--- src/rtl/fetch_resp_unit.sv ---
// -----------------------------------------------------------------------------
// fetch_resp_unit
//
// Tile-side responder for remote fetch requests. Requests from the inter-tile
// network are buffered in a small FIFO. Each one is served in turn by a single
// read of the local memory, and the response is returned with the requester's
// coordinates and port id. Responses leave in the order the requests arrived.
// Only one memory read is outstanding at a time.
//
// Optional feature (macro FETCH_RESP_ADDR_CHECK_EN):
//   When the macro is defined, the coordinate field of each request address
//   (the top 2*COORD_LENGTH bits) is compared with this tile's X_COORD/Y_COORD
//   as the request is popped. A request for another tile skips the memory
//   read and is answered at once with rsp_err=1 and rsp_data=0. When the macro
//   is undefined, every request is read from memory using its low address
//   bits, and rsp_err is tied to 0.
//
// Ports
//   clk, rst                  clock, asynchronous active-high reset
//   req_vld/req_rdy           request handshake (req_rdy = FIFO not full)
//   req_addr                  global address {x, y, ..., local}
//   req_src_x/req_src_y       requester coordinates
//   req_id                    requester port (0 = addr1, 1 = addr2)
//   mem_rd_en/mem_rd_addr     local memory read strobe and word address
//   mem_rd_data               read data, valid MEM_LATENCY cycles after strobe
//   rsp_vld/rsp_rdy           response handshake
//   rsp_data                  read data
//   rsp_dst_x/rsp_dst_y       requester coordinates of the served request
//   rsp_id                    requester port of the served request
//   rsp_err                   address error flag
// -----------------------------------------------------------------------------
module fetch_resp_unit #(
  parameter int X_COORD      = 1,
  parameter int Y_COORD      = 1,
  parameter int DATA_WIDTH   = 32,
  parameter int FIFO_DEPTH   = 4,
  parameter int MEM_LATENCY  = 1,
  parameter int COORD_LENGTH = 4,
  parameter int MEM_HEIGHT   = 256,
  parameter int ADDR_LENGTH  = 16
) (
  input  logic                          clk,
  input  logic                          rst,
  input  logic                          req_vld,
  output logic                          req_rdy,
  input  logic [ADDR_LENGTH-1:0]        req_addr,
  input  logic [COORD_LENGTH-1:0]       req_src_x,
  input  logic [COORD_LENGTH-1:0]       req_src_y,
  input  logic                          req_id,
  output logic                          mem_rd_en,
  output logic [$clog2(MEM_HEIGHT)-1:0] mem_rd_addr,
  input  logic [DATA_WIDTH-1:0]         mem_rd_data,
  output logic                          rsp_vld,
  input  logic                          rsp_rdy,
  output logic [DATA_WIDTH-1:0]         rsp_data,
  output logic [COORD_LENGTH-1:0]       rsp_dst_x,
  output logic [COORD_LENGTH-1:0]       rsp_dst_y,
  output logic                          rsp_id,
  output logic                          rsp_err
);

  localparam int LOCAL_W = $clog2(MEM_HEIGHT);
  localparam int PTR_W   = $clog2(FIFO_DEPTH);
  localparam int CNT_W   = PTR_W + 1;
  localparam int LAT_W   = (MEM_LATENCY > 1) ? $clog2(MEM_LATENCY) : 1;

  typedef enum logic [1:0] {
    ST_IDLE = 2'd0,
    ST_RD   = 2'd1,
    ST_WAIT = 2'd2,
    ST_RESP = 2'd3
  } state_t;

  state_t state;

  // Request FIFO storage (data only, no reset needed)
  logic [ADDR_LENGTH-1:0]  fifo_addr  [FIFO_DEPTH];
  logic [COORD_LENGTH-1:0] fifo_src_x [FIFO_DEPTH];
  logic [COORD_LENGTH-1:0] fifo_src_y [FIFO_DEPTH];
  logic                    fifo_id    [FIFO_DEPTH];

  logic [PTR_W-1:0] wr_ptr;
  logic [PTR_W-1:0] rd_ptr;
  logic [CNT_W-1:0] count;
  logic [CNT_W-1:0] count_nxt;
  logic             fifo_empty;
  logic             push;
  logic             pop;

  logic [ADDR_LENGTH-1:0]  head_addr;
  logic [COORD_LENGTH-1:0] head_src_x;
  logic [COORD_LENGTH-1:0] head_src_y;
  logic                    head_id;

  logic [LAT_W-1:0] lat_cnt;

  assign fifo_empty = (count == '0);
  assign push       = req_vld && req_rdy;

  // Pop only on the registered count, so a request written into an empty
  // FIFO is not visible to the FSM until the following cycle.
  assign pop = !fifo_empty &&
               ((state == ST_IDLE) || (state == ST_RESP && rsp_vld && rsp_rdy));

  assign head_addr  = fifo_addr[rd_ptr];
  assign head_src_x = fifo_src_x[rd_ptr];
  assign head_src_y = fifo_src_y[rd_ptr];
  assign head_id    = fifo_id[rd_ptr];

  // Not every address bit reaches the datapath in every build.
  logic unused_head_bits;
  assign unused_head_bits = ^head_addr;

`ifdef FETCH_RESP_ADDR_CHECK_EN
  logic head_mismatch;
  assign head_mismatch =
    (head_addr[ADDR_LENGTH-1 -: COORD_LENGTH] != COORD_LENGTH'(X_COORD)) ||
    (head_addr[ADDR_LENGTH-COORD_LENGTH-1 -: COORD_LENGTH] != COORD_LENGTH'(Y_COORD));
`else
  assign rsp_err = 1'b0;
`endif

  always_comb begin
    count_nxt = count + CNT_W'(push) - CNT_W'(pop);
  end

  // ---- FIFO write port ----
  always_ff @(posedge clk) begin
    if (push) begin
      fifo_addr[wr_ptr]  <= req_addr;
      fifo_src_x[wr_ptr] <= req_src_x;
      fifo_src_y[wr_ptr] <= req_src_y;
      fifo_id[wr_ptr]    <= req_id;
    end
  end

  // ---- FIFO pointers, occupancy and registered ready ----
  always_ff @(posedge clk or posedge rst) begin
    if (rst) begin
      wr_ptr  <= '0;
      rd_ptr  <= '0;
      count   <= '0;
      req_rdy <= 1'b1;
    end else begin
      if (push) wr_ptr <= wr_ptr + PTR_W'(1);
      if (pop)  rd_ptr <= rd_ptr + PTR_W'(1);
      count   <= count_nxt;
      req_rdy <= (count_nxt != CNT_W'(FIFO_DEPTH));
    end
  end

  // ---- Service FSM: pop -> read strobe -> wait latency -> hold response ----
  always_ff @(posedge clk or posedge rst) begin
    if (rst) begin
      state       <= ST_IDLE;
      mem_rd_en   <= 1'b0;
      mem_rd_addr <= '0;
      lat_cnt     <= '0;
      rsp_vld     <= 1'b0;
      rsp_data    <= '0;
      rsp_dst_x   <= '0;
      rsp_dst_y   <= '0;
      rsp_id      <= 1'b0;
`ifdef FETCH_RESP_ADDR_CHECK_EN
      rsp_err     <= 1'b0;
`endif
    end else begin
      mem_rd_en <= 1'b0;

      case (state)
        ST_IDLE: begin
          // Popping is handled below.
        end
        ST_RD: begin
          lat_cnt <= LAT_W'(MEM_LATENCY - 1);
          state   <= ST_WAIT;
        end
        ST_WAIT: begin
          if (lat_cnt == '0) begin
            rsp_data <= mem_rd_data;
            rsp_vld  <= 1'b1;
            state    <= ST_RESP;
          end else begin
            lat_cnt <= lat_cnt - LAT_W'(1);
          end
        end
        ST_RESP: begin
          if (rsp_rdy) begin
            rsp_vld <= 1'b0;
            state   <= ST_IDLE;
          end
        end
        default: state <= ST_IDLE;
      endcase

      // A pop (from IDLE, or straight out of a completed RESP) loads the
      // working registers and overrides the transitions above.
      if (pop) begin
        rsp_dst_x <= head_src_x;
        rsp_dst_y <= head_src_y;
        rsp_id    <= head_id;
`ifdef FETCH_RESP_ADDR_CHECK_EN
        if (head_mismatch) begin
          rsp_err  <= 1'b1;
          rsp_data <= '0;
          rsp_vld  <= 1'b1;
          state    <= ST_RESP;
        end else begin
          rsp_err     <= 1'b0;
          mem_rd_en   <= 1'b1;
          mem_rd_addr <= head_addr[LOCAL_W-1:0];
          state       <= ST_RD;
        end
`else
        mem_rd_en   <= 1'b1;
        mem_rd_addr <= head_addr[LOCAL_W-1:0];
        state       <= ST_RD;
`endif
      end
    end
  end

endmodule

--- config.mk ---
export PLATFORM = sky130hd
export DESIGN_NAME = fetch_resp_unit
export DESIGN_NICKNAME = d
export VERILOG_FILES = /design/src/rtl/fetch_resp_unit.sv
export SDC_FILE = /design/constraint.sdc
export NUM_CORES = 1
export LEC_CHECK = 0
export ABC_CLOCK_PERIOD_IN_PS = 3600
export CAP_MARGIN = 20
export CORE_MARGIN = 4
export CORE_UTILIZATION = 52
export CTS_BUF_LIST = sky130_fd_sc_hd__clkbuf_8
export DETAILED_ROUTE_END_ITERATION = 6
export PLACE_DENSITY = 0.82
export SETUP_SLACK_MARGIN = 0.5
export SYNTH_ARGS = -nofsm -noshare
export SYNTH_HDL_FRONTEND = slang
export SYNTH_SLANG_ARGS = --single-unit
--- constraint.sdc ---
create_clock -name clk -period 3.6 [get_ports clk]
set_input_delay 0.36 -clock clk [delete_from_list [all_inputs] [get_ports clk]]
set_output_delay 0.36 -clock clk [all_outputs]
set_load 0.005 [all_outputs]
* Word level (Yosys, flattened, before mapping)
Memory sizes are Yosys's and may differ from the RTL's. A register that Yosys moved wholly into a read port is not among the register bits. Index checks and enable logic that the tools add are counted.
Storage, ports and cells: output and inout port bits 53, memory bits (writable) 100, bits in registers 45, input port bits 61, memories kept 4
Cells by class: bitwise logic cells 1, equal/unequal tests 8, reduce and logical (&&, ||, !) cells 14, add/subtract/negate cells 5, multiplexer cells 12
Memories:
- fifo_addr | depth 4, width 16, rd ports 1, clocked after memory_dff 1, wr ports 1, RTL line 77 | logic [ADDR_LENGTH-1:0] fifo_addr [FIFO_DEPTH];
- fifo_src_x | depth 4, width 4, rd ports 1, clocked after memory_dff 1, wr ports 1, RTL line 78 | logic [COORD_LENGTH-1:0] fifo_src_x [FIFO_DEPTH];
- fifo_src_y | depth 4, width 4, rd ports 1, clocked after memory_dff 1, wr ports 1, RTL line 79 | logic [COORD_LENGTH-1:0] fifo_src_y [FIFO_DEPTH];
- fifo_id | depth 4, width 1, rd ports 1, clocked after memory_dff 1, wr ports 1, RTL line 80 | logic fifo_id [FIFO_DEPTH];
Operators with widths (count):
- != test 3 bit (second input constant) | 3
- 2-to-1 mux 1 bit | 6
- 2-to-1 mux 2 bit | 3
- one-hot mux 2 bit (3 select lines) | 1
- AND reduction 3 bit | 2
- adder 2 x 1 -> 2 bit (second input constant) | 2
- == test 2 bit (second input constant) | 2
- logical AND 1 bit | 4
- != test 2 bit (second input constant) | 2
- one-hot mux 1 bit (2 select lines) | 2
- nonzero test 2 bit | 2
- nonzero test 4 bit | 1
- adder 3 x 1 -> 3 bit | 1
- logical NOT 3 bit | 1
- subtractor 3 x 1 -> 3 bit | 1
- == test 2 x 1 -> 1 bit (second input constant) | 1
- logical NOT 2 bit | 1
- AND reduction 2 bit | 1
- logical NOT 1 bit | 1
- logical OR 1 bit | 1
- NOT 1 bit | 1
- subtractor 1 bit (second input constant) | 1

* Depth between registers and ports, before layout
word-level depth 7, gate-level depth with buffers 13, depth with buffers taken out 12

* Worst setup path after synthesis
OpenSTA, ideal clock, no wires.
kind register to register, start register state[1], end register req_rdy, setup slack 1.142 ns, stages on the path, launching flop included 13, buffers on the path 1, period minus slack after synthesis 2.458 ns, arrival time 2.371 ns, path through dfrtp_1 -> ha_1 -> a31oi_1 -> nor2_1 -> buf_2 -> ha_1 -> inv_1 -> ha_1 -> inv_1 -> fa_1 -> xnor2_1 -> xnor2_1 -> nand3b_1
Between the ends: word-level cells in the longest chain between the ends 7, elaborated cells on any way between the ends 8, those cells by class add/sub (1); eq/ne (2); reduce/logical (5)
RTL lines:
- start, declared | RTL line 74 | state_t state;
- start signal, assigned | RTL line 155 | state <= ST_IDLE;
- start signal, assigned | RTL line 176 | state <= ST_WAIT;
- start signal, assigned | RTL line 182 | state <= ST_RESP;
- == test 2 bit | RTL line 103 | ((state == ST_IDLE) || (state == ST_RESP && rsp_vld && rsp_rdy));
- logical AND 1 bit (2 in a row) | RTL line 103
- logical OR 1 bit (*) | RTL line 103
- logical AND 1 bit (*) | RTL line 102 | assign pop = !fifo_empty &&
- named net pop | RTL line 88 | logic pop;
- subtractor 3 x 1 -> 3 bit (*) | RTL line 124 | count_nxt = count + CNT_W'(push) - CNT_W'(pop);
- named net count_nxt[2] | RTL line 85 | logic [CNT_W-1:0] count_nxt;
- != test 3 bit (*) | RTL line 148 | req_rdy <= (count_nxt != CNT_W'(FIFO_DEPTH));
- end signal, assigned | RTL line 148
- end, declared | RTL line 45 | output logic req_rdy,
The timed path passes the listed nets; every way through them passes the cells marked *. A chain may end at the register's enable or synchronous reset.

* Worst setup path in the final report
start register state[1], end register req_rdy
Between the ends: word-level cells in the longest chain between the ends 7, elaborated cells on any way between the ends 8, those cells by class add/sub (1); eq/ne (2); reduce/logical (5)
RTL lines (RTL line):
- == test 2 bit | 103
- logical AND 1 bit (2 in a row) | 103
- logical OR 1 bit (*) | 103
- logical AND 1 bit (*) | 102
- subtractor 3 x 1 -> 3 bit (*) | 124
- named net count_nxt[2] | 85
- != test 3 bit (*) | 148
Marks and branches as above.

==> metrics.cfg <==
[yosys]
yosys.area_share.xor_xnor=0.00878
share_of_the_yosys_chip_area_belonging_to_registers=0.716
postSynthNetCount=322
combinational_family_with_the_most_area_after_synthesis=multiplexers
synth_enable_flop_cells=68
synth.top_cells.by_count=sky130_fd_sc_hd__edfxtp_1, sky130_fd_sc_hd__dfrtp_1, sky130_fd_sc_hd__mux2_2, sky130_fd_sc_hd__ha_1
postSynth.asyncResetShare=0.473
avgSynthCellArea_um2=19.9
yosysUniqueCellTypes=28
post_synth_instance_area_um2=4990
synth_largest_area_cell=sky130_fd_sc_hd__edfxtp_1
synth_area_leaders=sky130_fd_sc_hd__edfxtp_1, sky130_fd_sc_hd__dfrtp_1, sky130_fd_sc_hd__mux2_2
synth-adder-area-share=0.0291
synth-compound-area-share=0.00652
synthDominantCellAreaShare=0.409
synthCells=250
ys_seq_elements=129
count_of_warnings_emitted_by_yosys=0
synthMuxAreaShare=0.205
synthFlopType=sky130_fd_sc_hd__edfxtp_1
cell_with_the_most_instances_after_synthesis=sky130_fd_sc_hd__edfxtp_1
synthSimpleGateAreaFrac=0.0120

[setup_path]
cp-start-kind=flop
critPathBufInv=2
critPathSlowestCell=sky130_fd_sc_hd__dfrtp_1
critical_path_arrival_ns=2.81
cpPeakStageDelay_ns=0.43
path_delay_family=adder cells
reg2reg_setup_slack_ns=1.13
critical_path.cell_chain=ha_1, a31oi_1, nor2_2, ha_1, inv_1, ha_1, inv_1, fa_1, xnor2_1, xnor2_1, nand3b_1
crit_type=reg -> reg
path_max_fanout=5
type_of_destination_of_the_critical_path=flop
crit_required_ns=3.94
cp_dominant_cell_by_count=sky130_fd_sc_hd__ha_1

[layout]
number_of_antenna_repair_diodes=0
final_layout_size_suffix_gt1_frac=0.261
footprint_of_the_multi_input_gates_um2=1310
layout.nets=439
filler_cell_count=620
register_area_um2=3570
instances_no_fill=509
synthToLayoutAreaGrowth_pct=31.7

[grt]
grt_first_pass_wirelength_mm=14.2
antenna_found_initial=0
via_count_of_the_first_global_routing_pass=2721
grt_start_max_net_pins=33
grt_usage=0.169
grt-ovfl-total=0

[timing]
maxSlewHeadroom=0.345
hold_violations=0
layout_min_cycle_time_ns=2.47
finClkSkew_ns=0.0128
grt_setup_unrepaired=false
clock.fmax_mhz=404
fin_tns_setup_ns=0
setup_viol=0
final_max_slew_viol_count=0
fin_crit_sh=0.687
tightest_slew_ns=0.982

[clocking]
clk_buf_depth=2
clock_latency_ns=0.42
post_cts_resize_count=0
tritoncts_num_sinks=129
h-tree-depth=4
holdBufCountCts=0
clock_tree_from_tritoncts=built
clk_pin_slew_worst_paths_ns=0.08
clock_tree.root_cell=sky130_fd_sc_hd__clkbuf_8
cts_made_buffers=17
post_cts_buffers=0

[pwr]
vdd_drop_max_mv=0.425
pwr_density_cell_nw_per_um2=867
p_total_mw=5.69
cellLeakagePower_nw=2.53

[routing]
via_count=2584
wl_per_cell_um=17.6
post-route-drc-count=0
topRoutingLayerUsed=met4
drt-total-wl_mm=8.96
wl_met1_mm=3.85
met2_wirelength_mm=4.46
final_antenna_net_count=0
drtPass1Iterations=4
dr.first_iter.drc_count=84
routed_via_density=5.08
detailroute.wirelength.met3_um=580

[job]
drv.max_cap_violation_count=0

[outcome]
status=completed

[placed_design]
place_hpwl_mm=5.92
globalplace.congestion=0.727
placed_instance_count=476
place.port_buffers=104

[floorplanning]
placeableCoreArea_um2=9280
die_area_um2=11200
die_w_um=106
placementRows=35
boundaryPins=114
start_util=0.537
chipHeight_um=106

[worst_hold_path]
min_path_type=in -> async

==> final cells by class <==
class | instances | share of cell area
inverters | 9 | 0.00514
clock inverters | 15 | 0.0263
flip-flops and latches | 129 | 0.544
clock buffers | 17 | 0.0356
multi-input cells | 101 | 0.199
repair buffers | 109 | 0.165
well taps | 129 | 0.0246
==> metal layers <==
layer / GRT usage / vias to the layer above
li1: - / 1192
met1: 0.208 / 1283
met2: 0.283 / 101
met3: 0.0534 / 8
met4: 0.0583 / 0
met5: 0 / -
==> power breakdown <==
| group | internal, mW | leakage, nW | switching [mW] |
|---|---|---|---|
| Combinational | 1.34 | 0.995 | 0.733 |
| Clock | 0.637 | 0.202 | 0.603 |
| Sequential | 2.09 | 1.34 | 0.296 |
==> logic make-up after synthesis <==
group | count (synthesis)
other | 1
adders and majority gates | 11
xor gates and xnor gates | 5
DFF | 129
and+or+nand+nor | 11
buffers and inverters | 20
AOI/OAI and AO/OA | 5
muxes | 68
==> layout by cell type (no fill, tap or decap), drive strengths merged <==
cell type and count:
clkinvlp 2, dfrtp 60, nand3b 1, inv 16, xor2 2, clkinv 4
buf 5, nor2 3, a31oi 1, edfxtp 68, clkdlybuf4s50 104, mux4 17
mux2 51, conb 1, fa 1, nor3b 1, a21oi 2, and3 4
nor3 1, bufinv 2, xnor2 3, nand2 1, clkbuf 17, a211o 1
dfstp 1, a211oi 1, ha 10
==> state kept, by name, summed over array words and instances, names as in the netlist <==
signal       flops
fifo_addr       32
rsp_data        32
fifo_src_x      16
fifo_src_y      16
mem_rd_addr      8
fifo_id          4
rsp_dst_x        4
rsp_dst_y        4
count            3
rd_ptr           2
state            2
wr_ptr           2
mem_rd_en        1
req_rdy          1
rsp_id           1
rsp_vld          1
==> per-stage QoR <==
step | utilization | area, µm² | setup slack [ns] | hold WS (ns)
global route | 0.707 | 6570 | 0.893 | 0.404
CTS | 0.706 | 6550 | 1.11 | 0.357
global placement | 0.662 | 6140 | 1.05 | 0.487
finish | 0.707 | 6570 | 1.13 | 0.343
detailed placement | 0.662 | 6140 | 0.984 | 0.494
floorplan | - | 4990 | 1.14 | 0.446
==> worst paths after layout <==
| check | start | to | cells after the start |
|---|---|---|---|
| worst min register to register | rsp_data[2] | rsp_data[2] | 1 |
| worst min-delay path | rst | mem_rd_en | 2 |
| max in group asynchronous | rst | rsp_data[4] | 3 |
| worst max register to register | state[1] | req_rdy | 11 |
| worst max-delay path | state[1] | req_rdy | 11 |
| min in group clk | rsp_data[2] | rsp_data[2] | 1 |
Power figures use the tool's default switching activity.
